**src/rtl/traffic_pkg.sv**
```systemverilog
`default_nettype none
// ============================================================================
// Module      : traffic_pkg
// Description : Shared definitions for the traffic light controller timer
//               interface: timer state encoding, default counter width and
//               default prescaler ratio.
// Ports       : none (package)
// Revision    : 1.0 - initial release
// ============================================================================
package traffic_pkg;

    typedef enum logic [1:0] {
        TMR_IDLE   = 2'b00,
        TMR_COUNT  = 2'b01,
        TMR_EXPIRE = 2'b10
    } tmr_state_t;

    localparam int TIMER_W             = 4;
    localparam int DEFAULT_CLK_PER_SEC = 50_000_000;

endpackage : traffic_pkg
`default_nettype wire

```
**src/rtl/tick_prescaler.sv**
```systemverilog
`default_nettype none
// ============================================================================
// Module      : tick_prescaler
// Description : Free-running modulo-CLK_PER_SEC counter that advances only
//               while enabled and emits a one-cycle tick at terminal count.
// Ports       : clk  - system clock
//               rst  - asynchronous active-low reset
//               en   - advance enable; counter holds when low
//               clr  - synchronous clear, overrides en
//               tick - high for the cycle in which the count wraps
// Revision    : 1.0 - initial release
// ============================================================================
module tick_prescaler #(
    parameter int CLK_PER_SEC = 50_000_000
) (
    input  logic clk,
    input  logic rst,
    input  logic en,
    input  logic clr,
    output logic tick
);

    localparam int              c_pw       = (CLK_PER_SEC > 1) ? $clog2(CLK_PER_SEC) : 1;
    localparam logic [c_pw-1:0] c_terminal = c_pw'(CLK_PER_SEC - 1);

    logic [c_pw-1:0] r_cnt_q;
    logic [c_pw-1:0] w_cnt_d;
    logic            w_at_terminal;

    always_comb begin
        w_at_terminal = (r_cnt_q == c_terminal);
        w_cnt_d       = r_cnt_q;
        if (clr) begin
            w_cnt_d = '0;
        end else if (en) begin
            w_cnt_d = w_at_terminal ? '0 : r_cnt_q + 1'b1;
        end
    end

    // A clear in the terminal cycle suppresses the tick so a reload wins.
    assign tick = en && !clr && w_at_terminal;

    always_ff @(posedge clk or negedge rst) begin
        if (!rst) begin
            r_cnt_q <= '0;
        end else begin
            r_cnt_q <= w_cnt_d;
        end
    end

endmodule : tick_prescaler
`default_nettype wire

```
**src/rtl/traffic_interval_timer.sv**
```systemverilog
`default_nettype none
// ============================================================================
// Module      : traffic_interval_timer
// Description : Whole-second down counter for the traffic light controller.
//               Loads an interval, decrements once per CLK_PER_SEC enabled
//               cycles, and reports a one-cycle expiry pulse plus busy flag.
// Ports       : clk     - system clock
//               rst     - asynchronous active-low reset
//               en      - count enable (ignored outside COUNT)
//               load    - load init into the counter, highest priority
//               init    - interval length in seconds
//               out     - remaining seconds (registered)
//               expired - one-cycle pulse when out reaches 0 by counting
//               busy    - high while a nonzero interval is counting
// Revision    : 1.0 - initial release
// ============================================================================
module traffic_interval_timer
    import traffic_pkg::*;
#(
    parameter int CLK_PER_SEC = DEFAULT_CLK_PER_SEC,
    parameter int WIDTH       = TIMER_W
) (
    input  logic             clk,
    input  logic             rst,
    input  logic             en,
    input  logic             load,
    input  logic [WIDTH-1:0] init,
    output logic [WIDTH-1:0] out,
    output logic             expired,
    output logic             busy
);

    tmr_state_t       r_state_q;
    tmr_state_t       w_state_d;
    logic [WIDTH-1:0] r_out_q;
    logic [WIDTH-1:0] w_out_d;
    logic             w_tick;
    logic             w_presc_en;

    // The prescaler only runs while an interval is actively counting.
    assign w_presc_en = en && (r_state_q == TMR_COUNT);

    tick_prescaler #(
        .CLK_PER_SEC (CLK_PER_SEC)
    ) u_prescaler (
        .clk  (clk),
        .rst  (rst),
        .en   (w_presc_en),
        .clr  (load),
        .tick (w_tick)
    );

    always_comb begin
        w_state_d = r_state_q;
        w_out_d   = r_out_q;
        if (load) begin
            w_out_d   = init;
            w_state_d = (init != '0) ? TMR_COUNT : TMR_IDLE;
        end else begin
            case (r_state_q)
                TMR_IDLE: begin
                    w_state_d = TMR_IDLE;
                end
                TMR_COUNT: begin
                    // COUNT implies out > 0; the guard keeps the decrement
                    // from ever wrapping even if state were corrupted.
                    if (w_tick && (r_out_q != '0)) begin
                        w_out_d = r_out_q - 1'b1;
                        if (r_out_q == WIDTH'(1)) begin
                            w_state_d = TMR_EXPIRE;
                        end
                    end
                end
                TMR_EXPIRE: begin
                    w_state_d = TMR_IDLE;
                end
                default: begin
                    w_state_d = TMR_IDLE;
                end
            endcase
        end
    end

    always_ff @(posedge clk or negedge rst) begin
        if (!rst) begin
            r_state_q <= TMR_IDLE;
            r_out_q   <= '0;
        end else begin
            r_state_q <= w_state_d;
            r_out_q   <= w_out_d;
        end
    end

    assign out     = r_out_q;
    assign busy    = (r_state_q == TMR_COUNT);
    assign expired = (r_state_q == TMR_EXPIRE);

endmodule : traffic_interval_timer
`default_nettype wire

```
**config.mk**
```make
export PLATFORM = sky130hd
export DESIGN_NAME = traffic_interval_timer
export DESIGN_NICKNAME = d
export VERILOG_FILES = /design/src/rtl/traffic_pkg.sv /design/src/rtl/tick_prescaler.sv /design/src/rtl/traffic_interval_timer.sv
export SDC_FILE = /design/constraint.sdc
export NUM_CORES = 1
export LEC_CHECK = 0
export BUFFER_PORTS_ARGS = -buffer_cell sky130_fd_sc_hd__buf_2
export CAP_MARGIN = 20
export CORE_MARGIN = 3
export CORE_UTILIZATION = 51
export CTS_CLUSTER_DIAMETER = 200
export DETAILED_ROUTE_END_ITERATION = 8
export PLACE_DENSITY = 0.8
export SYNTH_ARGS = -nofsm -noshare
export SYNTH_HDL_FRONTEND = slang
export SYNTH_SLANG_ARGS = --single-unit
```
**constraint.sdc**
```tcl
create_clock -name clk -period 4.2 [get_ports clk]
set_input_delay 0.84 -clock clk [delete_from_list [all_inputs] [get_ports clk]]
set_output_delay 0.84 -clock clk [all_outputs]
set_load 0.02 [all_outputs]
```
==> results.md <==
* Hold Buf Count CTS at 0
* R2r worst-path depth at 6
* Ports at 14
* Area fraction of the dominant cell type after synthesis at 0.421
* Full die area at 4500 sq um
* Nets at around 240
* Tmin final at 2.42 ns
* Ys async rst share at 1.00
* Core area at 3470 sq um
* Layout area overhead at 10.1%
* Fmax at 413 MHz
* CP max stage delay at 0.54 ns
* Static leakage at 0.815 nW
* Fin crit share at 0.576
* TNS Setup at 0 ns
* RePlAce Congestion at 0.829
* Crit-path slowest cell: nor4_4
* Sequential element share of the synthesized area at 0.421
* Main combinational cell family by area after synthesis: simple AND/OR/NAND/NOR gates
* Switch share at 0.266
* HP Start: u_prescaler.r_cnt_q[24]$_DFFE_PN0P_
* CP bufs+invs at 0
* CTS-repair resized insts at 0
* Initial DRC Count at 177
* Initial antenna violation count at 0
* Post-Synth Adder-Cell Area at 0.0197
* Clock power frac at 0.385
* Hold depth at 1
* Final Max Tran Viols at 0
* Worst min path class: reg -> reg
* First-pass GRT wire length at 7330 microns
* Power density over the cells at 305 nW/um^2
* Port-buffer cells at 13
* All-layer global routing usage at 0.217
* Pre-Repair DR Iteration Count at 4
* WL per Instance at ~16 microns
* Initial Util at 0.548
* Setup-failing EPs final at 0
* Worst-path cell chain: ha_1, nand4_1, nor4_4, nand3_4, or4b_1, a31oi_1
* Post-CTS Setup Repair Bufs at 0
* WS Path Type: reg -> reg
* Clock Latency Late Sink at between 0.2 and 0.3 ns
* R2R Path End: out[2]$_DFFE_PN0P_
* Clock skew at 0.0133 ns
* Relative slew slack at 0.524
* Rows at 21
* Synth area leader: dfrtp_1
* Net Count, Synth at between 200 and 250
* CTS max path bufs at 2
* Reg2Reg Launch Point: u_prescaler.r_cnt_q[0]$_DFFE_PN0P_
* Int Power at approximately 0.00047 W
* Arrival time of the worst setup path at 2.64 ns
* Share of layout cells above drive strength 1 at 0.140
* Synth Area in Simple Gates at 0.293
* Synth top area cells: dfrtp_1, a31oi_1, nand2_1
* Detail Route Antenna Nets at 0
* Largest net degree at the start of global routing at 39
* Final hold vios at 0
* # H-tree levels at 2
* Cells after Synth at around 220
* P_sw at 0.000170 W
* CTS tree: built
* Peak supply drop at ~0.18 mV
* MaxCap Viol Count at 0
* #FFs+latches synth at 32
* Data required, critical path at 4.42 ns
* Via/cell ratio at 6.46
* Crit-path leading delay family: simple AND/OR/NAND/NOR gates
* Logic gate share of total power at 0.103
* Critical Path End Type: flop
* Post-synthesis cell type count at 42
* Vias in the first global route at 1573
* Ys Warns at 0
* Die X at 67.1 microns
* Syn_area_per_cell at 8.80 sq um
* Synth Area in Compound Gates at 0.218
* Critical Path Fanout Max at 10
* RSZ-0062 raised after global routing: false
* Ys flop type: dfrtp_1
* Post-synth EDFFs at 0
* Drc violations at 0
* TritonCTS buffer count at 5
* Worst-Margin Slew at 0.714 ns
* Die height at roughly 67 microns
* Routed vias at 1776
* Netlist Area Pre-Place at 1900 sq um
* Root Driver: clkbuf_8
* Critical Path Source Type: flop
* Sequential power share at 0.512
* Hold Path End: u_prescaler.r_cnt_q[24]$_DFFE_PN0P_
* Status: complete, no violations
* HPWL after detailed placement at 3010 microns
* # clock sinks at 32
* Total Wirelength at 4300 microns
* Inserted Diodes at 0
* Worst-path clk slew at 0.08 ns
* Final Util at 0.604
* Grt total ovfl at 0
* Multiplexer share of the synthesized area at 0
* R2r setup slk at 1.78 ns
* XOR/XNOR share of the synthesized area at 0.00921
final cells by class:
cell class / instances / area (sq um)
Sequential cell: 32 / 801
Clock buffer: 6 / 82.6
Clock inverter: 2 / 10.0
Multi-Input combinational cell: 167 / 1040
Tap cell: 46 / 57.6
Timing Repair Buffer: 14 / 72.6
Inverter: 8 / 30.0
Fill cell: 322 / 1380
sequential cells by signal (all words and copies together), names as in the netlist:
signal               flops
r_state_q                2
out                      4
u_prescaler.r_cnt_q     26
worst register-to-register path, stage by stage, from the launching register on:
cell and delay (ns):
dfrtp_1 0.40, ha_1 0.24, nand4_1 0.30, nor4_4 0.54, nand3_4 0.18, or4b_1 0.52, a31oi_1 0.18
cells in the final DEF, fill, tap and decap left out, drive strengths merged:
cell type and count:
a211oi 1, a21o 1, xor2 2, inv 7
nor2 18, buf 14, or3 2, nand2 26
a21oi 9, or4b 2, dfrtp 32, and2 1
a211o 1, or3b 1, a41oi 6, nand4 11
o41ai 1, clkbuf 6, nor4 6, a22o 2
or4 4, nor2b 2, clkinv 3, o31a 3
o32ai 2, o21ai 12, nand3 13, nand2b 6
and3 3, a2bb2oi 1, nor3 3, a31oi 23
nor4b 1, o211ai 1, ha 3
power groups by stage:
stage	combinational, W	clock, W	sequential (W)
after floorplan	0.0000382	0	0.000335
after global placement	0.0000657	0	0.000332
after detailed placement	0.0000663	0	0.000332
after CTS	0.0000666	0.000249	0.000327
after global routing	0.0000737	0.000268	0.000329
final	0.0000661	0.000246	0.000327
kinds of logic (layout without fill, tap and decap cells):
logic type,after synthesis,after routing
fa+ha+maj,3,3
simple gates,99,99
buf+inv,17,30
xor+xnor,2,2
compound gates,63,63
flops,32,32
metrics by stage:
stage	setup WS (ns)	power [W]	hold WS (ns)	instances	cell area, sq um
after floorplan	2.08	0.000373	0.463	216	1900
after global placement	1.87	0.000398	0.489	267	2000
after detailed placement	1.79	0.000399	0.496	267	2000
after CTS	1.77	0.000643	0.508	275	2090
after global routing	1.60	0.000670	0.559	275	2090
final	1.78	0.000639	0.513	275	2090
Yosys cell counts, drive strengths merged, types with 4 or more instances:
| master | count |
|---|---|
| a21oi | 9 |
| a31oi | 23 |
| a41oi | 6 |
| clkbuf | 6 |
| dfrtp | 32 |
| inv | 7 |
| nand2 | 26 |
| nand2b | 6 |
| nand3 | 13 |
| nand4 | 11 |
| nor2 | 18 |
| nor4 | 6 |
| o21ai | 12 |
| or4 | 4 |
worst max-delay path by stage:
| stage | start | end | slack [ns] | depth (start not counted) |
|---|---|---|---|---|
| after floorplan | u_prescaler.r_cnt_q[16]$_DFFE_PN0P_ | out[2]$_DFFE_PN0P_ | 2.08 | 6 |
| after global placement | u_prescaler.r_cnt_q[0]$_DFFE_PN0P_ | out[2]$_DFFE_PN0P_ | 1.87 | 6 |
| after detailed placement | u_prescaler.r_cnt_q[0]$_DFFE_PN0P_ | out[2]$_DFFE_PN0P_ | 1.79 | 6 |
| after CTS | u_prescaler.r_cnt_q[0]$_DFFE_PN0P_ | out[2]$_DFFE_PN0P_ | 1.77 | 6 |
| after global routing | u_prescaler.r_cnt_q[0]$_DFFE_PN0P_ | out[2]$_DFFE_PN0P_ | 1.60 | 6 |
| final | u_prescaler.r_cnt_q[0]$_DFFE_PN0P_ | out[2]$_DFFE_PN0P_ | 1.78 | 6 |
per-layer routing:
layer / vias to the layer above / part of all wire / track usage
met1: 889 / 0.47 / 0.292
li1: 848 / - / -
met3: 5 / 0.041 / 0.0354
met2: 34 / 0.48 / 0.348
met5: - / 0 / 0
met4: 0 / 0.010 / 0.0759
Note: power is estimated with default switching activity, not from simulation.
